[src/rtl/split_fft_input_pkg.sv]
// Shared types for the FFT input splitter:
// deinterleaver state encoding and pair-word layout.
package split_fft_input_pkg;

  typedef enum logic [1:0] {
    ST_IDLE = 2'd0,
    ST_EVEN = 2'd1,
    ST_ODD  = 2'd2
  } state_e;

  // Pair word: {sop, eop, real_even, imag_even, real_odd, imag_odd}
  function automatic int pair_width(input int dw);
    return 4 * dw + 2;
  endfunction

endpackage

[src/rtl/split_fft_input_pair_fifo.sv]
// Small first-word-fall-through FIFO holding even/odd sample pairs.
// Power-of-two depth so the pointers wrap on their own.
module split_fft_input_pair_fifo #(
  parameter int width     = 66,
  parameter int depth     = 4,
  parameter int add_width = 2
) (
  input  logic                 clk,
  input  logic                 rst_n,
  input  logic                 push,
  input  logic [width-1:0]     wr_data,
  input  logic                 pop,
  output logic [width-1:0]     rd_data,
  output logic [add_width:0]   count,
  output logic                 full,
  output logic                 empty
);

  localparam logic [add_width:0] FULL_CNT =
    (add_width + 1)'(depth);

  logic [width-1:0]     mem_q [depth];
  logic [add_width-1:0] wr_ptr_q, wr_ptr_d;
  logic [add_width-1:0] rd_ptr_q, rd_ptr_d;
  logic [add_width:0]   count_q, count_d;
  logic                 do_push, do_pop;

  assign full    = (count_q == FULL_CNT);
  assign empty   = (count_q == '0);
  assign count   = count_q;
  assign rd_data = mem_q[rd_ptr_q];

  always_comb begin
    do_push  = push && !full;
    do_pop   = pop && !empty;
    wr_ptr_d = wr_ptr_q;
    rd_ptr_d = rd_ptr_q;
    count_d  = count_q;
    if (do_push) wr_ptr_d = wr_ptr_q + 1'b1;
    if (do_pop)  rd_ptr_d = rd_ptr_q + 1'b1;
    unique case ({do_push, do_pop})
      2'b10:   count_d = count_q + 1'b1;
      2'b01:   count_d = count_q - 1'b1;
      default: count_d = count_q;
    endcase
  end

  always_ff @(posedge clk or negedge rst_n) begin
    if (!rst_n) begin
      wr_ptr_q <= '0;
      rd_ptr_q <= '0;
      count_q  <= '0;
    end else begin
      wr_ptr_q <= wr_ptr_d;
      rd_ptr_q <= rd_ptr_d;
      count_q  <= count_d;
    end
  end

  always_ff @(posedge clk) begin
    if (do_push) mem_q[wr_ptr_q] <= wr_data;
  end

endmodule

[src/rtl/split_fft_input.sv]
// Deinterleaves one complex stream into even/odd pairs for two
// half-length FFT cores, issuing both halves of a pair together.
module split_fft_input
  import split_fft_input_pkg::*;
#(
  parameter int data_width            = 16,
  parameter int transform_length      = 32768,
  parameter int log2_transform_length = 15,
  parameter int fifo_depth            = 4,
  parameter int fifo_add_width        = 2
) (
  input  logic                  clk_fft,
  input  logic                  reset_n,
  input  logic                  in_valid,
  output logic                  in_ready,
  input  logic                  in_sop,
  input  logic                  in_eop,
  input  logic [data_width-1:0] in_real,
  input  logic [data_width-1:0] in_imag,
  input  logic                  sink_ready_top,
  input  logic                  sink_ready_bot,
  output logic                  sink_valid_top,
  output logic                  sink_valid_bot,
  output logic                  sink_sop_top,
  output logic                  sink_sop_bot,
  output logic                  sink_eop_top,
  output logic                  sink_eop_bot,
  output logic [data_width-1:0] sink_real_top,
  output logic [data_width-1:0] sink_imag_top,
  output logic [data_width-1:0] sink_real_bot,
  output logic [data_width-1:0] sink_imag_bot,
  output logic                  frame_error
);

  localparam int PW = pair_width(data_width);
  localparam int LW = log2_transform_length;
  localparam logic [LW-1:0] LAST_IDX = LW'(transform_length - 1);
  localparam logic [LW-1:0] ONE_IDX  = LW'(1);
  localparam logic [fifo_add_width:0] DEPTH_CNT =
    (fifo_add_width + 1)'(fifo_depth);

  typedef struct packed {
    logic                  sop;
    logic                  eop;
    logic [data_width-1:0] re_e;
    logic [data_width-1:0] im_e;
    logic [data_width-1:0] re_o;
    logic [data_width-1:0] im_o;
  } pair_t;

  state_e                state_q, state_d;
  logic [LW-1:0]         idx_q, idx_d;
  logic [data_width-1:0] even_re_q, even_re_d;
  logic [data_width-1:0] even_im_q, even_im_d;
  logic                  err_q, err_d;
  logic                  in_fire, at_last, push_req;
  logic                  fifo_push, fifo_full, fifo_empty;
  logic [fifo_add_width:0] fifo_count;
  logic [PW-1:0]         wr_word, rd_word;
  pair_t                 wr_pair, rd_pair;
  logic                  sink_valid;

  assign in_ready = (state_q != ST_ODD) ||
                    (fifo_count < DEPTH_CNT);
  assign in_fire  = in_valid && in_ready;
  assign at_last  = (state_q == ST_ODD) && (idx_q == LAST_IDX);

  assign wr_pair = '{
    sop:  idx_q == ONE_IDX,
    eop:  at_last,
    re_e: even_re_q,
    im_e: even_im_q,
    re_o: in_real,
    im_o: in_imag
  };
  assign wr_word   = wr_pair;
  assign fifo_push = push_req && !fifo_full;

  always_comb begin
    state_d   = state_q;
    idx_d     = idx_q;
    even_re_d = even_re_q;
    even_im_d = even_im_q;
    err_d     = 1'b0;
    push_req  = 1'b0;
    if (in_fire) begin
      // A restart makes the sample index 0, so eop can only be legal
      // on the odd sample that closes the frame.
      if (in_eop && !(at_last && !in_sop)) begin
        err_d   = 1'b1;
        state_d = ST_IDLE;
        idx_d   = '0;
      end else if (in_sop) begin
        err_d     = (state_q != ST_IDLE);
        even_re_d = in_real;
        even_im_d = in_imag;
        idx_d     = ONE_IDX;
        state_d   = ST_ODD;
      end else if (state_q == ST_IDLE) begin
        err_d = 1'b1;
      end else if (state_q == ST_EVEN) begin
        even_re_d = in_real;
        even_im_d = in_imag;
        idx_d     = idx_q + ONE_IDX;
        state_d   = ST_ODD;
      end else begin
        push_req = 1'b1;
        idx_d    = at_last ? '0 : idx_q + ONE_IDX;
        state_d  = at_last ? ST_IDLE : ST_EVEN;
      end
    end
  end

  always_ff @(posedge clk_fft or negedge reset_n) begin
    if (!reset_n) begin
      state_q   <= ST_IDLE;
      idx_q     <= '0;
      even_re_q <= '0;
      even_im_q <= '0;
      err_q     <= 1'b0;
    end else begin
      state_q   <= state_d;
      idx_q     <= idx_d;
      even_re_q <= even_re_d;
      even_im_q <= even_im_d;
      err_q     <= err_d;
    end
  end

  split_fft_input_pair_fifo #(
    .width     (PW),
    .depth     (fifo_depth),
    .add_width (fifo_add_width)
  ) u_fifo (
    .clk     (clk_fft),
    .rst_n   (reset_n),
    .push    (fifo_push),
    .wr_data (wr_word),
    .pop     (sink_valid),
    .rd_data (rd_word),
    .count   (fifo_count),
    .full    (fifo_full),
    .empty   (fifo_empty)
  );

  assign rd_pair = rd_word;

  // Valid only when both cores can take the pair, keeping them in lockstep.
  assign sink_valid = !fifo_empty && sink_ready_top && sink_ready_bot;

  assign sink_valid_top = sink_valid;
  assign sink_valid_bot = sink_valid;
  assign sink_sop_top   = sink_valid && rd_pair.sop;
  assign sink_sop_bot   = sink_valid && rd_pair.sop;
  assign sink_eop_top   = sink_valid && rd_pair.eop;
  assign sink_eop_bot   = sink_valid && rd_pair.eop;
  assign sink_real_top  = sink_valid ? rd_pair.re_e : '0;
  assign sink_imag_top  = sink_valid ? rd_pair.im_e : '0;
  assign sink_real_bot  = sink_valid ? rd_pair.re_o : '0;
  assign sink_imag_bot  = sink_valid ? rd_pair.im_o : '0;
  assign frame_error    = err_q;

endmodule

[config.mk]
export PLATFORM = sky130hd
export DESIGN_NAME = split_fft_input
export DESIGN_NICKNAME = d
export VERILOG_FILES = /design/src/rtl/split_fft_input_pkg.sv /design/src/rtl/split_fft_input_pair_fifo.sv /design/src/rtl/split_fft_input.sv
export SDC_FILE = /design/constraint.sdc
export NUM_CORES = 1
export LEC_CHECK = 0
export BUFFER_PORTS_ARGS = -buffer_cell sky130_fd_sc_hd__buf_4
export CAP_MARGIN = 15
export CELL_PAD_IN_SITES_DETAIL_PLACEMENT = 1
export CELL_PAD_IN_SITES_GLOBAL_PLACEMENT = 1
export CORE_ASPECT_RATIO = 2
export CORE_MARGIN = 1
export CORE_UTILIZATION = 30
export DETAILED_ROUTE_END_ITERATION = 8
export GPL_TIMING_DRIVEN = 0
export HOLD_SLACK_MARGIN = 0.03
export PLACE_DENSITY_LB_ADDON = 0.15
export SYNTH_ARGS = -nofsm -noshare
export SYNTH_HDL_FRONTEND = slang
export SYNTH_SLANG_ARGS = --single-unit
[constraint.sdc]
create_clock -name clk_fft -period 4.9 [get_ports clk_fft]
set_input_delay 1.47 -clock clk_fft [delete_from_list [all_inputs] [get_ports clk_fft]]
set_output_delay 1.47 -clock clk_fft [all_outputs]
set_load 0.01 [all_outputs]
==> flow_summary.yaml, run 1 <==
yosys:
  synthArstFlopShare_pct: 17.76
  yosysUniqueCellTypes: 46
  syn_area_per_cell_um2: 19.52
  yosys_warnings: 0
  yosysTopAreaCellShare_pct: 61.63
  yosysSeqAreaShare_pct: 72.72
  synth_flop_cell: "edfxtp_1"
  synth-edff-count: 264
  ys_top_cells_by_count: "edfxtp_1, and2_1, mux4_2, dfrtp_1, mux2_4"
  syn-cell-area_um2: 12860
  synth_top_area_cell: "edfxtp_1"
  syn_nets: 707
  ys_ff_latch: 321
  synth.area.top_cells: "edfxtp_1, mux4_2, dfrtp_1"
  syn-instance-count: 659
  synth_most_common_cell: "edfxtp_1"
clocking:
  cts_hold_buf: 0
  clock_latency_ns: 0.55
  clkTransAtPathRegs_ns: 0.07
  clockBufferDepth: 3
  cts_resized: 2
  htreeDepth: 1
  postCtsSetupRepairBufs: 0
  cts-root-buf: "clkbuf_16"
  numCtsBuffers: 28
  cts_tree: "built"
  cts.sinks: 321
setup_path:
  worstPathArrival_ns: 3.12
  start_kind: "input port"
  worstPathRequired_ns: 3.43
  critical_path.slowest_cell: "o311a_1"
  crit_buf_inv: 4
  crit_family: "buffers and inverters"
  crit_type: "in -> out"
  cp-end-kind: "primary output"
  crit_chain: "buf_4 -> o311a_1 -> clkbuf_2 -> clkbuf_2 -> and2_1 -> buf_4"
  cpPeakStageDelay_ns: 0.51
  critPathMaxFanout: 10
  r2r_slack_ns: 1.83
sta:
  setup_violations: 0
  skew_ns: 0.01429
  min_period_ns: 4.594
  max_freq_mhz: 217.7
  finalCritPeriodShare_pct: 93.76
  finalMaxSlewViolations: 0
  hold_ws_ns: 0.5104
  rsz0062_at_grt: "no"
  slew-limit-headroom_pct: 37.50
  worst_slew_pin_slew_ns: 0.9375
  finalSetupTns_ns: 0
  hold_viol: 0
global_route:
  grt.busiest_layer: "met2"
  grt_pass1_vias: 7535
  grt_max_degree: 58
  grt-ovfl-total: 0
  gr-usage-met3_pct: 1.997
  use_met1_pct: 15.23
  antenna_found_initial: 0
  grt_first_pass_wirelength_um: 46460
  grt_util_met2_pct: 29.12
  track_usage_pct: 14.44
pwr:
  seq_power_share_pct: 46.0
  switching_power_w: 0.001951
  leakagePower_nw: 5.487
  clkPwrFrac_pct: 31.3
  power_density_nw_per_um2: 483.6
  p_sw_share_pct: 26.06
  combinationalPowerShare_pct: 22.8
  peakVddDrop_mv: 0.2000
  intPower_w: 0.005535
route:
  totalWireLength_um: 30520
  drt_iter0_drc: 334
  first_pass_iters: 4
  antenna_left: 0
  avgViaCountPerCell: 4.712
  vias: 6455
  routedWlPerCell_um: 22.28
  drc_errors: 0
cells_and_area:
  drive_gt1_share_pct: 35.27
  syn_to_final_growth_pct: 20.35
  n_antenna_cell: 0
  final_cell_area_um2: 15480
  nNetsFinal: 851
outcome:
  status: "complete, no violations"
floorplanning:
  core_um2: 42440
  die_y_um: 294.8
  fp.dieArea_um2: 43760
  die_x_um: 148.4
  initial_utilization_pct: 30.31
  rows: 107
  io_pins: 111
placed_design:
  numPortBuffers: 110
  dpl.hpwl_um: 20180
  post_dp_cell_area_um2: 14500
  gp_congestion: 0.7064
worst_hold_path:
  hp-class: "reg -> reg"
run:
  drv_cap: 0
## cell usage in the layout (no fill, tap or decap), types with 4 or more instances in the layout
master and instances:
a21oi_1 4, a31oi_1 8, and2_1 70, and3_4 4, and4_1 4, buf_1 6, buf_16 4, buf_2 8
buf_4 115, bufinv_16 5, clkbuf_1 16, clkbuf_16 29, clkinv_2 6, dfrtp_1 57, edfxtp_1 264, ha_1 8
inv_1 12, mux2_4 30, mux4_2 66, nand2_1 19, nand3_1 13, nor2_1 8, nor4_1 5, o21ai_0 10
o31ai_1 6
## metal layers
layer / wire, um / share of wire, %
met1: 11000 / 36
met2: 17930 / 59
met3: 1070 / 3.5
met4: 525 / 1.7
met5: 0 / 0
## cell families (layout without fill, tap and decap cells)
| group | count (synthesis) | after routing | share of synthesized area, % |
|---|---|---|---|
| AO/OA/AOI/OAI | 38 | 38 | 2.150 |
| XOR/XNOR | 6 | 6 | 0.4086 |
| adder cells (fa/ha/maj) | 9 | 9 | 0.9339 |
| buffers and inverters | 48 | 214 | 2.014 |
| flip-flops | 321 | 321 | 72.72 |
| multiplexers | 99 | 99 | 15.31 |
| AND/OR/NAND/NOR | 138 | 138 | 6.459 |
## power groups by stage
| stage | registers, W | logic, W | clock network (W) |
|---|---|---|---|
| floorplan | 0.00344 | 0.00117 | 0 |
| global placement | 0.00348 | 0.00172 | 0 |
| detailed placement | 0.00350 | 0.00177 | 0 |
| CTS | 0.00345 | 0.00177 | 0.00241 |
| global route | 0.00348 | 0.00186 | 0.00250 |
| finish | 0.00344 | 0.00170 | 0.00234 |
## layout make-up
type,count,area (um2)
clock buffers,37,765.7
multi-input cells,290,3269
fillers,4175,26960
plain buffers,36,216.5
clock inverters,15,211.5
inverters,12,45.04
well taps,545,681.9
flip-flops and latches,321,9354
repair buffers,114,935.9
## worst reg2reg max path, delay by kind of cell, from the launching register on
kind | cells | cell delay (ns)
buf+inv | 3 | 0.27
xor+xnor | 2 | 0.34
fa+ha+maj | 3 | 0.83
simple gates | 4 | 0.79
compound gates | 1 | 0.30
flops | 1 | 0.45
## stage by stage
stage | setup slack (ns) | cells | total power [W] | utilization (%)
after floorplan | 0.9849 | 659 | 0.004615 | -
after global placement | -0.8142 | 1314 | 0.005198 | 33.86
after detailed placement | -0.1768 | 1318 | 0.005271 | 34.17
after CTS | 0.1849 | 1370 | 0.007634 | 36.48
after global routing | 0.1896 | 1370 | 0.007842 | 36.48
final | 0.3059 | 1370 | 0.007486 | 36.48
## flip-flops by register name (all words and copies together) (netlist names)
register	count
even_re_q	16
u_fifo.wr_ptr_q	2
u_fifo.count	3
even_im_q	16
u_fifo.mem_q	264
state_q	2
idx_q	15
u_fifo.rd_ptr_q	2
frame_error	1
## path summary, 6_finish.rpt
| kind | startpoint | to | cells after the start |
|---|---|---|---|
| max in group asynchronous | reset_n | even_im_q[13] | 1 |
| setup reg to reg | idx_q[0] | u_fifo.count[2] | 13 |
| hold reg to reg | idx_q[14] | idx_q[14] | 1 |
| setup / recovery | sink_ready_top | sink_imag_bot[5] | 6 |
| hold / removal | idx_q[14] | idx_q[14] | 1 |
| min in group asynchronous | reset_n | u_fifo.wr_ptr_q[0] | 1 |
(Power assumes the default switching activity.)
==> inputs of run 2 (changes only) <==
==> constraint.sdc (replaced) <==
create_clock -name clk_fft -period 4.9 [get_ports clk_fft]
set_input_delay 0.245 -clock clk_fft [delete_from_list [all_inputs] [get_ports clk_fft]]
set_output_delay 0.245 -clock clk_fft [all_outputs]
set_load 0.01 [all_outputs]
==> run 2 against run 1 <==
- hold slack got worse by 0.40 ns
- worst setup slack improved by 1.4 ns
- wire length rose by 0.33%
- sequential share of layout area fell by 1.4 points
- critical path type is now reg -> out
- critical endpoint unchanged
==> flow_summary.yaml, run 2 (same netlist as run 1, synthesis figures left out) <==
worst_hold_path:
  hp-class: "in -> reg"
  whs_path_depth: 3
  min_to: "frame_error"
  min_from: "in_sop"
cells_and_area:
  drive_gt1_share_pct: 33.57
  fillers: 4173
  n_antenna_cell: 0
  largestRegisters: "u_fifo.mem_q: 264 flops, even_im_q: 16 flops, even_re_q: 16 flops"
  syn_to_final_growth_pct: 23.13
  nNetsFinal: 887
  largest_reg_flops: 264
  largest_register: "u_fifo.mem_q"
  final_cell_mix: "edfxtp_1, buf_4, and2_1, mux4_2, dfrtp_1"
  final_common_cell: "edfxtp_1"
  fin_cells: 1406
sta:
  slew-limit-headroom_pct: 36.89
  worst_slew_pin_slew_ns: 0.9466
  rsz0062_at_grt: "no"
  setup_violations: 0
  max_freq_mhz: 313.6
  min_period_ns: 3.189
  worst_slack_ns: 1.711
  finalMaxSlewViolations: 0
  skew_ns: 0.01569
  finalCritPeriodShare_pct: 65.07
  hold_viol: 0
placed_design:
  preCtsSetupSlack_ns: 1.857
  dpl.hpwl_um: 20180
  gp_congestion: 0.7064
  dp_cells: 1318
  numPortBuffers: 110
clocking:
  cts-root-buf: "clkbuf_16"
  cts_tree: "built"
  cts_hold_buf: 36
  postCtsSetupRepairBufs: 0
  clock_latency_ns: 0.55
  numCtsBuffers: 28
  htreeDepth: 1
  clockBufferDepth: 3
  clkTransAtPathRegs_ns: 0.07
  cts.sinks: 321
  cts_resized: 0
outcome:
  status: "complete, no violations"
route:
  first_pass_iters: 4
  totalWireLength_um: 30620
  drc_errors: 0
  avgViaCountPerCell: 4.715
  drt_iter0_drc: 324
  routedWlPerCell_um: 21.78
  antenna_left: 0
  vias: 6629
global_route:
  grt_max_degree: 58
  grt-ovfl-total: 0
  antenna_found_initial: 0
  grt_pass1_vias: 7633
  grt_first_pass_wirelength_um: 46640
  track_usage_pct: 14.46
setup_path:
  crit_top_cell: "clkbuf_1"
  worstRegToRegCells: 13
  critical_path.slowest_cell: "o311a_1"
  r2r_slack_ns: 1.83
  worstPathRequired_ns: 4.66
  crit_family: "buffers and inverters"
  start_kind: "flop"
  crit_chain: "o311a_1 -> clkbuf_1 -> clkbuf_1 -> and2_1 -> buf_4"
  worstPathArrival_ns: 2.94
  worstReg2RegStart: "idx_q[0]"
  critPathMaxFanout: 10
  rr_endpoint: "u_fifo.count[2]"
  crit_buf_inv: 3
  cp-end-kind: "primary output"
  cpPeakStageDelay_ns: 0.54
  crit_type: "reg -> out"
floorplanning:
  rows: 107
  initial_utilization_pct: 30.31
  io_pins: 111
  core_um2: 42440
  die_y_um: 294.8
  die_x_um: 148.4
  fp.dieArea_um2: 43760
pwr:
  power_density_nw_per_um2: 474.5
  peakVddDrop_mv: 0.2006
  leakagePower_nw: 5.631
run:
  drv_cap: 0
-- run 2: routing by layer --
layer / global-route usage, % / up-vias / routed length, um
met4: 3.571 / 0 / 529
met5: 0 / - / 0
met1: 15.44 / 3524 / 11180
li1: - / 2946 / -
met2: 29.17 / 122 / 17970
met3: 1.718 / 37 / 935
-- run 2: worst max path at each step --
stage	from	end	cells after the start
6_report	u_fifo.count[2]	sink_imag_bot[5]	5
5_1_grt	u_fifo.count[2]	sink_imag_bot[5]	5
4_1_cts	u_fifo.count[2]	sink_imag_bot[5]	5
3_5_place_dp	idx_q[0]	u_fifo.count[2]	13
3_3_place_gp	idx_q[0]	u_fifo.mem_q[0][23]	6
2_1_floorplan	idx_q[0]	u_fifo.mem_q[0][0]	6
-- run 2: cell type report --
type                       count  area, um2  share of cell area [%]
tap                          545      681.9                   4.306
inverter                      12      45.04                  0.2844
timing repair buffer         150       1296                   8.185
clock buffer                  37      765.7                   4.835
buffer                        36      214.0                   1.351
sequential                   321       9354                   59.06
clock inverter                15      211.5                   1.335
multi-input combinational    290       3269                   20.64
-- run 2: worst min-delay path, cell delays in order --
cell	delay [ns]
buf_4	0.13
o21ai_0	0.16
a21oi_1	0.07
-- run 2: metrics by stage --
step	TNS [ns]	utilization [%]	total power, W	hold WS (ns)	area [um2]
CTS	0	37.32	0.007661	0.08910	15840
global route	0	37.32	0.007869	0.1017	15840
detailed placement	0	34.17	0.005271	0.4578	14500
global placement	-52.79	33.86	0.005198	0.4411	14370
finish	0	37.32	0.007515	0.1079	15840
floorplan	0	-	0.004615	-0.05059	12860
-- run 2: report_power, final --
part | leakage, nW | total (W) | switching (W) | internal, W
combinational | 2.08 | 0.00173 | 0.000803 | 0.000927
clock | 0.472 | 0.00234 | 0.000974 | 0.00137
sequential | 3.08 | 0.00344 | 0.000182 | 0.00326
total | 5.63 | 0.00751 | 0.00196 | 0.00556
